**src/rtl/mag_compare_seq.sv**
```systemverilog
// mag_compare_seq: resolves a wide magnitude compare from a stream of 2-bit slice
// g/e/l results arriving MSB slice first, and hands one registered verdict per
// operand pair to the consumer through a valid/ready handshake.
//
// Ports:
//   clk, rst               clock and synchronous active-high reset
//   in_valid/in_ready      slice handshake (accept = in_valid & in_ready)
//   in_first/in_last       slice opens / closes a compare
//   in_g/in_e/in_l         slice result, expected one-hot
//   out_valid/out_ready    verdict handshake
//   out_g/out_e/out_l      wide verdict, one-hot while out_valid
//   out_slices             slices accepted in the compare, saturating at MAX_SLICES
//   err                    sticky protocol error, cleared only by rst
module mag_compare_seq #(
  parameter int unsigned MAX_SLICES = 16,
  localparam int unsigned CNT_W     = $clog2(MAX_SLICES + 1)
) (
  input  logic             clk,
  input  logic             rst,
  input  logic             in_valid,
  output logic             in_ready,
  input  logic             in_first,
  input  logic             in_last,
  input  logic             in_g,
  input  logic             in_e,
  input  logic             in_l,
  output logic             out_valid,
  input  logic             out_ready,
  output logic             out_g,
  output logic             out_e,
  output logic             out_l,
  output logic [CNT_W-1:0] out_slices,
  output logic             err
);

  typedef enum logic [1:0] {StIdle, StEq, StDecided, StHold} state_e;

  state_e           state_q, state_d;
  logic [CNT_W-1:0] cnt_q, cnt_d;
  logic             verd_g_q, verd_g_d;
  logic             verd_l_q, verd_l_d;
  logic             out_valid_q, out_valid_d;
  logic             out_g_q, out_g_d;
  logic             out_e_q, out_e_d;
  logic             out_l_q, out_l_d;
  logic [CNT_W-1:0] out_slices_q, out_slices_d;
  logic             err_q, err_d;

  logic accept;
  logic open_cmp;
  logic slice_legal;
  logic slice_g;
  logic slice_l;

  assign in_ready = ~rst & (state_q != StHold);
  assign accept   = in_valid & in_ready;
  assign open_cmp = (state_q == StEq) || (state_q == StDecided);

  // An illegal code contributes nothing to the verdict, i.e. it acts as "equal".
  assign slice_legal = (in_g + in_e + in_l) == 2'd1;
  assign slice_g     = slice_legal & in_g;
  assign slice_l     = slice_legal & in_l;

  always_comb begin
    state_d      = state_q;
    cnt_d        = cnt_q;
    verd_g_d     = verd_g_q;
    verd_l_d     = verd_l_q;
    out_valid_d  = out_valid_q;
    out_g_d      = out_g_q;
    out_e_d      = out_e_q;
    out_l_d      = out_l_q;
    out_slices_d = out_slices_q;
    err_d        = err_q;

    if (state_q == StHold) begin
      if (out_ready) begin
        out_valid_d = 1'b0;
        state_d     = StIdle;
      end
    end else if (accept) begin
      if (!slice_legal) err_d = 1'b1;

      if (in_first) begin
        // A first slice while a compare is open aborts it and restarts cleanly.
        if (open_cmp) err_d = 1'b1;
        cnt_d    = CNT_W'(1);
        verd_g_d = slice_g;
        verd_l_d = slice_l;
      end else if (open_cmp) begin
        if (cnt_q == CNT_W'(MAX_SLICES)) begin
          err_d = 1'b1;
        end else begin
          cnt_d = cnt_q + CNT_W'(1);
        end
        // Once decided, the MSB-most unequal slice owns the verdict.
        if (state_q == StEq) begin
          verd_g_d = slice_g;
          verd_l_d = slice_l;
        end
      end else begin
        // Non-first slice with no compare open is dropped.
        err_d = 1'b1;
      end

      if (in_first || open_cmp) begin
        state_d = (verd_g_d | verd_l_d) ? StDecided : StEq;
        if (in_last) begin
          out_valid_d  = 1'b1;
          out_g_d      = verd_g_d;
          out_l_d      = verd_l_d;
          out_e_d      = ~(verd_g_d | verd_l_d);
          out_slices_d = cnt_d;
          state_d      = StHold;
        end
      end
    end
  end

  always_ff @(posedge clk) begin
    if (rst) begin
      state_q      <= StIdle;
      cnt_q        <= '0;
      verd_g_q     <= 1'b0;
      verd_l_q     <= 1'b0;
      out_valid_q  <= 1'b0;
      out_g_q      <= 1'b0;
      out_e_q      <= 1'b0;
      out_l_q      <= 1'b0;
      out_slices_q <= '0;
      err_q        <= 1'b0;
    end else begin
      state_q      <= state_d;
      cnt_q        <= cnt_d;
      verd_g_q     <= verd_g_d;
      verd_l_q     <= verd_l_d;
      out_valid_q  <= out_valid_d;
      out_g_q      <= out_g_d;
      out_e_q      <= out_e_d;
      out_l_q      <= out_l_d;
      out_slices_q <= out_slices_d;
      err_q        <= err_d;
    end
  end

  assign out_valid  = out_valid_q;
  assign out_g      = out_g_q;
  assign out_e      = out_e_q;
  assign out_l      = out_l_q;
  assign out_slices = out_slices_q;
  assign err        = err_q;

endmodule

```
**config.mk**
```make
export PLATFORM = sky130hd
export DESIGN_NAME = mag_compare_seq
export DESIGN_NICKNAME = d
export VERILOG_FILES = /design/src/rtl/mag_compare_seq.sv
export SDC_FILE = /design/constraint.sdc
export NUM_CORES = 1
export LEC_CHECK = 0
export BUFFER_PORTS_ARGS = -buffer_cell sky130_fd_sc_hd__buf_2
export CAP_MARGIN = 10
export CORE_AREA = 2 2 52 54
export CTS_BUF_LIST = sky130_fd_sc_hd__clkbuf_16
export CTS_CLUSTER_SIZE = 25
export DETAILED_ROUTE_END_ITERATION = 10
export DIE_AREA = 0 0 54 56
export PLACE_DENSITY_LB_ADDON = 0.2
export SYNTH_ARGS = -nofsm -noshare
export SYNTH_HDL_FRONTEND = slang
export SYNTH_SLANG_ARGS = --single-unit
```
**constraint.sdc**
```tcl
create_clock -name clk -period 1.7 [get_ports clk]
set_input_delay 0.34 -clock clk [delete_from_list [all_inputs] [get_ports clk]]
set_output_delay 0.34 -clock clk [all_outputs]
set_load 0.01 [all_outputs]
```
# After elaboration in Yosys (flattened, before gate mapping)
# Cells that the tools add are included.
dict set report word_totals {
  ff_bits 19
  out_inout_bits 11
  elab_cells 66
}
dict set report classes {
  n_mux 29
  addsub 3
  n_reduce_logical 9
  bitwise_logic 8
  eq_ne 7
}
# op count
set ops {}
lappend ops {{1-bit two-way mux} 20}
lappend ops {{5-bit two-way mux} 3}
lappend ops {{2-bit two-way mux} 6}
lappend ops {{4-bit AND reduction} 2}
lappend ops {{2-bit nonzero test} 3}
lappend ops {{5-bit by 1-bit adder with 5-bit output, second input constant} 1}
lappend ops {{5-bit equality test, second input constant} 1}
lappend ops {{1-bit AND} 4}
lappend ops {{2-bit by 1-bit equality test with 1-bit output, second input constant} 2}
lappend ops {{2-bit equality test, second input constant} 2}
lappend ops {{2-bit != test, second input constant} 2}
lappend ops {{1-bit NOT} 3}
lappend ops {{3-bit AND reduction} 1}
lappend ops {{1-bit by 1-bit adder with 2-bit output} 1}
lappend ops {{2-bit by 1-bit adder with 2-bit output} 1}
lappend ops {{1-bit logical OR} 2}
lappend ops {{2-bit AND reduction} 1}
lappend ops {{1-bit bitwise OR} 1}

# Logic depth before layout (Yosys ltp)
# Gate-level depths: netlist of run 1.
dict set report logic_depth {
  depth_word 15
  mapped_depth 8
  mapped_depth_nobuf 6
}

# Worst setup path after synthesis of run 1
# No wires, ideal clock.
dict set report synth_path {
  path_type {reg-to-reg}
  from {reg state_q[1]}
  to {reg state_q[1]}
  slack_ns -0.064
  n_path_buf 1
  required_time_ns 1.614
  arrival_ns 1.678
  stages_incl_launch_ff 8
  cell_sequence {dfxtp_1 -> inv_1 -> ha_1 -> buf_6 -> inv_1 -> a21oi_1 -> mux2_2 -> a211oi_1}
}
dict set report synth_via {
  elab_chain_len 12
}
# element line_no
set synth_lines {}
lappend synth_lines {{from (decl)} 38} ;# state_e state_q, state_d;
lappend synth_lines {{from (signal assigned)} 122} ;# state_q <= StIdle;
lappend synth_lines {{from (signal assigned)} 133} ;# state_q <= state_d;
lappend synth_lines {{2-bit by 1-bit equality test with 1-bit output or 2-bit equality test (tied branches)} {57, 97}}
lappend synth_lines {{1-bit two-way mux or 1-bit logical OR (tied branches)} {97, 57}}
lappend synth_lines {{1-bit two-way mux} 90} ;# end else if (open_cmp) begin
lappend synth_lines {{1-bit two-way mux} 84} ;# if (in_first) begin
lappend synth_lines {{1-bit two-way mux} 81} ;# end else if (accept) begin
lappend synth_lines {{1-bit two-way mux} 76} ;# if (state_q == StHold) begin
lappend synth_lines {{1-bit bitwise OR} 107} ;# state_d = (verd_g_d | verd_l_d) ? StDecided : StEq;
lappend synth_lines {{2-bit two-way mux} 107}
lappend synth_lines {{2-bit two-way mux} 108} ;# if (in_last) begin
lappend synth_lines {{2-bit two-way mux} 106} ;# if (in_first || open_cmp) begin
lappend synth_lines {{2-bit two-way mux} 81}
lappend synth_lines {{2-bit two-way mux} 76}
# Several ways; a longest one is shown, not always the timed one. The select of a mux whose other input is x is not followed.
# A chain may end at the register's enable or synchronous reset.

# Final worst setup path of run 1
dict set report layout_path {
  from {reg state_q[1]}
  to {reg out_slices_q[2], in the netlist out_slices[2]}
}
dict set report layout_via {
  elab_chain_len 4
}
# element line_no
set layout_lines {}
lappend layout_lines {{2-bit != test, or another cell as far along} 55} ;# assign in_ready = ~rst & (state_q != StHold);
lappend layout_lines {{1-bit AND or 1-bit logical OR (tied branches)} {55, 57}}
lappend layout_lines {{1-bit AND, or another cell as far along} 56} ;# assign accept = in_valid & in_ready;
lappend layout_lines {{4-bit AND reduction (no source line) or 5-bit two-way mux (tied branches)} n/a}
lappend layout_lines {{to (signal assigned)} 141} ;# out_slices_q <= out_slices_d;
lappend layout_lines {{to (decl)} 46} ;# logic [CNT_W-1:0] out_slices_q, out_slices_d;
# Several ways; a longest one is shown, not always the timed one.

==> results of run 1 <==
[state kept, by name, summed over array words and instances (netlist names)]
name,flops
cnt_q,5
out_slices,5
state_q,2
err,1
out_e,1
out_g,1
out_l,1
out_valid,1
verd_g_q,1
verd_l_q,1
[kinds of logic after synthesis]
group | synth area share, %
buf+inv | 7.25
flops | 36.1
fa+ha+maj | 6.66
mux | 4.88
xor+xnor | 3.33
compound gates | 17.2
simple gates | 24.5
[final cells by class]
type / instances / area share (%)
timing repair buffer: 35 / 15.5
sequential: 19 / 27.9
clock inverter: 1 / 0.273
multi-input combinational: 82 / 46.3
clock buffer: 3 / 5.46
tap: 30 / 2.73
inverter: 7 / 1.91
[through the flow]
step                setup WS, ps  area, µm²  TNS [ps]
global route                6.34       1370         0
CTS                        0.919       1330         0
detailed placement          -162       1240      -671
global placement           -45.9       1240      -230
floorplan                   15.5       1060         0
finish                      99.3       1370         0
[worst register-to-register path, stage by stage (launching register included)]
cell and delay [ps]:
dfxtp_1 360, inv_1 90, ha_4 300, nor2b_2 50, xnor2_1 130, or4_1 500, a21oi_2 120
[worst paths after layout]
path	end	cells after the start
worst max-delay path	out_slices[2]	6
worst max register to register	out_slices[2]	6
worst min register to register	out_slices[1]	2
worst min-delay path	out_valid	2
[power by group through the flow]
| stage | logic [mW] | clock network [mW] | registers [mW] |
|---|---|---|---|
| global placement | 0.169 | 0 | 0.481 |
| global route | 0.217 | 0.507 | 0.475 |
| finish | 0.196 | 0.478 | 0.474 |
| CTS | 0.181 | 0.488 | 0.473 |
| detailed placement | 0.173 | 0 | 0.482 |
| floorplan | 0.112 | 0 | 0.484 |
[cells in the mapped netlist, types with 2 or more instances]
cell / number
a211oi_1: 5
a21oi_1: 8
and2_1: 2
buf_2: 2
clkbuf_1: 2
dfxtp_1: 19
ha_1: 4
inv_1: 7
mux2i_1: 4
nand2_1: 7
nand3b_1: 6
nand4b_1: 2
nor2_1: 11
nor2b_1: 3
o21ai_0: 5
o31ai_1: 3
or3_1: 2
xnor2_1: 2
xor2_1: 2
[metal layers]
| metal | part of all wire (%) | GRT usage [%] | vias up | wire, µm |
|---|---|---|---|---|
| met1 | 48 | 21.7 | 431 | 1070 |
| met4 | 0.45 | 6.43 | 0 | 10 |
| met5 | 0 | 0 | - | 0 |
| met2 | 47 | 23.7 | 16 | 1040 |
| li1 | - | - | 468 | - |
| met3 | 4.5 | 2.69 | 2 | 99 |
[what timing repair did]
action | CTS | global route
resized for setup | 3 | 8
endpoints found under the setup margin | 9 | 8
buffers inserted | 0 | 3
pin swaps | 0 | 4
hold buffers | 0 | 0
==> flow_summary.yaml, run 1 <==
clock_network:
  cts_tree: "done"
  cts.clk_slew.worst_paths_ps: 50
  cts_inserted_buffers: 3
  clock_path_buffers: 2
  cts_root_buf: "clkbuf_16"
  cts-htree-levels: 1
  insertion_delay_ps: 250
  clkSinkCount: 19
logic_synthesis:
  ys_warn_count: 0
  synthesis.area_um2: 1050
  syn_area_per_cell_um2: 9.15
  synth_edf_count: 0
  synth_top_area_share_pct: 36.1
  synth_ff_type: "dfxtp_1"
  synth_top_cell_by_area: "dfxtp_1"
  async_reset_ff_share_pct: 0
  synthCells: 115
  synth.yosys.seq_area_share_pct: 36.1
  syn_nets: 129
  ys_ff_latch: 19
  ys_types: 38
  synthTopCellsByArea: "dfxtp_1 36%, ha_1 4.8%, nand3b_1 4.3%, nor2_1 3.9%, a21oi_1 3.8%"
pwr:
  ir_worst_vdd_uv: 627
  clkPwrFrac_pct: 41.7
  seq_power_share_pct: 41.3
  switchingPower_mw: 0.277
  p_leak_nw: 0.579
  p_int_mw: 0.870
  combPwrFrac_pct: 17.1
  switching_share_pct: 24.2
  p_total_mw: 1.15
  p_per_area_nw_per_um2: 835
route:
  drcViolationCount: 0
  wl_per_cell_um: 12.5
  drt_iter0_drc: 11
  firstDrtPassIters: 4
  viasPerCell: 5.18
  routed_wl_um: 2220
  vias: 917
  antenna_left: 0
layout:
  n_antenna_cell: 0
  nFillCells: 219
  area_delta_synth_final_pct: 30.6
  layoutNonFillerInstCount: 177
  mostFrequentLayoutCells: "19 x buf_2, 17 x dfxtp_1, 15 x buf_4"
  final_util_pct: 56.5
  drive_above_1_share_pct: 36.7
  final_common_cell: "buf_2"
  multi_input_area_um2: 636
  seq_area_um2: 383
  nets: 162
worst_setup_path:
  critPathMaxStageDelay_ps: 500
  worstPathRequired_ps: 1890
  cp-startpoint: "state_q[1]"
  critPathKind: "flip-flop to flip-flop"
  path_max_fanout: 6
  end_kind: "flip-flop"
  crit_chain: "inv_1, ha_4, nor2b_2, xnor2_1, or4_1, a21oi_2"
  r2r-start: "state_q[1]"
  critPathSlowestCell: "or4_1"
  crit_path_start_kind: "flip-flop"
  cp_data_arrival_time_ps: 1790
  crit_buf_inv: 1
  critical-path-top-delay-family: "simple AND/OR/NAND/NOR gates"
  rrSetupSlack_ps: 100
die:
  start_util_pct: 43.3
  io_pins: 20
  fp.dieArea_um2: 3020
  chipHeight_um: 56
  row_count: 18
  core_um2: 2430
  die_x_um: 54
sta:
  relSlewSlack_pct: 80.3
  hold_violations: 0
  drv_slew: 0
  finalCriticalPeriod_ps: 1600
  hold_ws_ps: 289
  fmax_ghz: 0.625
  worst_slew_pin_slew_ps: 293
  setup_violations: 0
  fin_skew_ps: 2.66
  rsz0062_at_grt: "false"
  period_share_pct: 94.2
run_status:
  status: "finished clean"
job:
  cap_violations: 0
min_path:
  holdCritStartpoint: "out_ready"
  worstHoldPathType: "primary input to flip-flop"
global_route:
  grt_start_max_net_pins: 15
  grt_overflow_total: 0
  grt_pass1_wl_um: 3660
  antenna_found_initial: 0
  grt_pass1_vias: 853
  grt_usage_pct: 15.7
place:
  port-buffer-count: 19
  placedCellCount: 170
  gp_congestion: 0.753
  hpwl_um: 1680
No activity file was read; power rests on OpenSTA's default activity.
==> inputs of run 2 (changes only) <==
--- a/config.mk
+++ b/config.mk
@@ -7,11 +7,11 @@
 export LEC_CHECK = 0
 export BUFFER_PORTS_ARGS = -buffer_cell sky130_fd_sc_hd__buf_2
 export CAP_MARGIN = 10
-export CORE_AREA = 2 2 52 54
+export CORE_AREA = 8 8 58 60
 export CTS_BUF_LIST = sky130_fd_sc_hd__clkbuf_16
 export CTS_CLUSTER_SIZE = 25
 export DETAILED_ROUTE_END_ITERATION = 10
-export DIE_AREA = 0 0 54 56
+export DIE_AREA = 0 0 66 68
 export PLACE_DENSITY_LB_ADDON = 0.2
 export SYNTH_ARGS = -nofsm -noshare
 export SYNTH_HDL_FRONTEND = slang
==> constraint.sdc (replaced) <==
create_clock -name clk -period 1.7 [get_ports clk]
set_input_delay 0.34 -clock clk [delete_from_list [all_inputs] [get_ports clk]]
set_output_delay 0.34 -clock clk [all_outputs]
set_load 0.005 [all_outputs]
==> run 2 against run 1 <==
Setup slack got worse by 36 ps. Highest routed layer unchanged. Hold slack got worse by 5.1 ps. Final cell count increased by 0.56%. Via count decreased by 2.7%. Combinational power decreased by 7%. Clock-buffer cell count unchanged. Critical endpoint is now state_q[1]. Sequential power about the same. Largest cell class unchanged. Maximum frequency decreased by 2.2%. Critical path depth unchanged.
==> flow_summary.yaml, run 2 (synthesized netlist as in run 1, its figures left out) <==
route:
  antenna_left: 0
  firstDrtPassIters: 4
  vias: 892
  wl_per_cell_um: 12.6
  viasPerCell: 5.01
  drcViolationCount: 0
  routed_wl_um: 2250
  drt_iter0_drc: 50
pwr:
  switchingPower_mw: 0.269
  clkPwrFrac_pct: 42.3
  combPwrFrac_pct: 16.0
  ir_worst_vdd_uv: 555
  p_leak_nw: 0.578
  seq_power_share_pct: 41.6
  p_int_mw: 0.868
  p_per_area_nw_per_um2: 834
  switching_share_pct: 23.7
worst_setup_path:
  critPathSlowestCell: "mux2_2"
  end_kind: "flip-flop"
  crit_path_start_kind: "flip-flop"
  critPathMaxStageDelay_ps: 360
  cp_data_arrival_time_ps: 1800
  crit_chain: "inv_1, ha_4, inv_1, a21oi_2, mux2_2, a211oi_1"
  critical-path-top-delay-family: "compound AO/OA/AOI/OAI gates"
  crit_buf_inv: 2
  cp_common_cell: "inv_1"
  worstPathRequired_ps: 1860
  path_max_fanout: 8
  critPathKind: "flip-flop to flip-flop"
sta:
  hold_violations: 0
  drv_slew: 0
  worst_slew_pin_slew_ps: 283
  period_share_pct: 96.3
  finalCriticalPeriod_ps: 1640
  hold_ws_ps: 284
  fin_skew_ps: 3.85
  setup-tns-final_ps: 0
  fmax_ghz: 0.611
  rsz0062_at_grt: "true"
  setup_violations: 0
  relSlewSlack_pct: 81.1
global_route:
  grt_overflow_total: 0
  grt_usage_pct: 10.7
  antenna_found_initial: 0
  grt_pass1_vias: 831
  grt_start_max_net_pins: 13
  grt_pass1_wl_um: 3800
layout:
  final_common_cell: "buf_2"
  nFillCells: 242
  area_delta_synth_final_pct: 29.6
  mostFrequentLayoutCells: "19 x buf_2, 18 x dfxtp_1, 16 x buf_4"
  stdcell_area_um2: 1360
  drive_above_1_share_pct: 35.4
  nets: 162
  layoutNonFillerInstCount: 178
  final_util_pct: 53.1
  n_antenna_cell: 0
die:
  start_util_pct: 41.0
  io_pins: 20
  die_x_um: 66
  row_count: 19
  core_um2: 2570
  fp.dieArea_um2: 4490
  chipHeight_um: 68
clock_network:
  cts-htree-levels: 1
  cts.clk_slew.worst_paths_ps: 60
  cts_tree: "done"
  insertion_delay_ps: 250
  cts_root_buf: "clkbuf_16"
  clock_path_buffers: 2
  clkSinkCount: 19
  cts_inserted_buffers: 3
place:
  placed_area_um2: 1260
  port-buffer-count: 19
  hpwl_um: 1740
  gp_congestion: 0.776
  placedCellCount: 174
min_path:
  worstHoldPathType: "primary input to flip-flop"
job:
  cap_violations: 0
run_status:
  status: "finished clean"
==> run 2: final timing paths <==
check	cells past startpoint	slack, ps	endpoint	start
hold reg to reg	2	450	out_slices[3]	out_slices[3]
hold / removal	2	280	out_valid	out_ready
setup reg to reg	6	60	state_q[1]	state_q[1]
setup / recovery	6	60	state_q[1]	state_q[1]
==> run 2: routing by layer <==
layer  GRT usage (%)  wire (µm)  up-vias  share of wire (%)
li1                -          -      473                  -
met1            14.4       1130      405                 50
met2            15.8        982       12                 44
met3            2.45        118        2                5.3
met4            4.80         20        0               0.89
met5               0          0        -                  0
==> run 2: final cells by class <==
type,instances,area (µm²),area share (%)
multi-input cells,82,622,45.6
flip-flops and latches,19,382,28.0
repair buffers,35,215,15.8
clock buffers,3,75.1,5.50
well taps,31,38.8,2.84
inverters,7,26.3,1.93
clock inverters,1,5.00,0.367
==> run 2: stage by stage <==
step / power, mW / worst slack [ps]
6_report: 1.14 / 63.4
5_1_grt: 1.21 / -14.6
4_1_cts: 1.15 / 1.64
3_5_place_dp: 0.656 / -96.6
3_3_place_gp: 0.653 / -51.3
2_1_floorplan: 0.592 / 15.5
==> run 2: power groups by stage <==
stage               Sequential, mW  Clock, mW  Combinational [mW]
finish                       0.474      0.482               0.182
global route                 0.476      0.528               0.203
CTS                          0.472      0.498               0.178
detailed placement           0.482          0               0.174
global placement             0.481          0               0.172
floorplan                    0.481          0               0.111
==> run 2: what timing repair did <==
item,CTS,global route
resized for setup,2,4
buffers inserted,0,0
pin swaps,1,1
hold buffers,0,0
gates cloned,0,0
endpoints found under the setup margin,5,11
==> run 2: worst register-to-register path, stage by stage, from the launching register on <==
cell      delay [ps]
dfxtp_1          350
inv_1             80
ha_4             310
inv_1             70
a21oi_2          190
mux2_2           360
a211oi_1         190
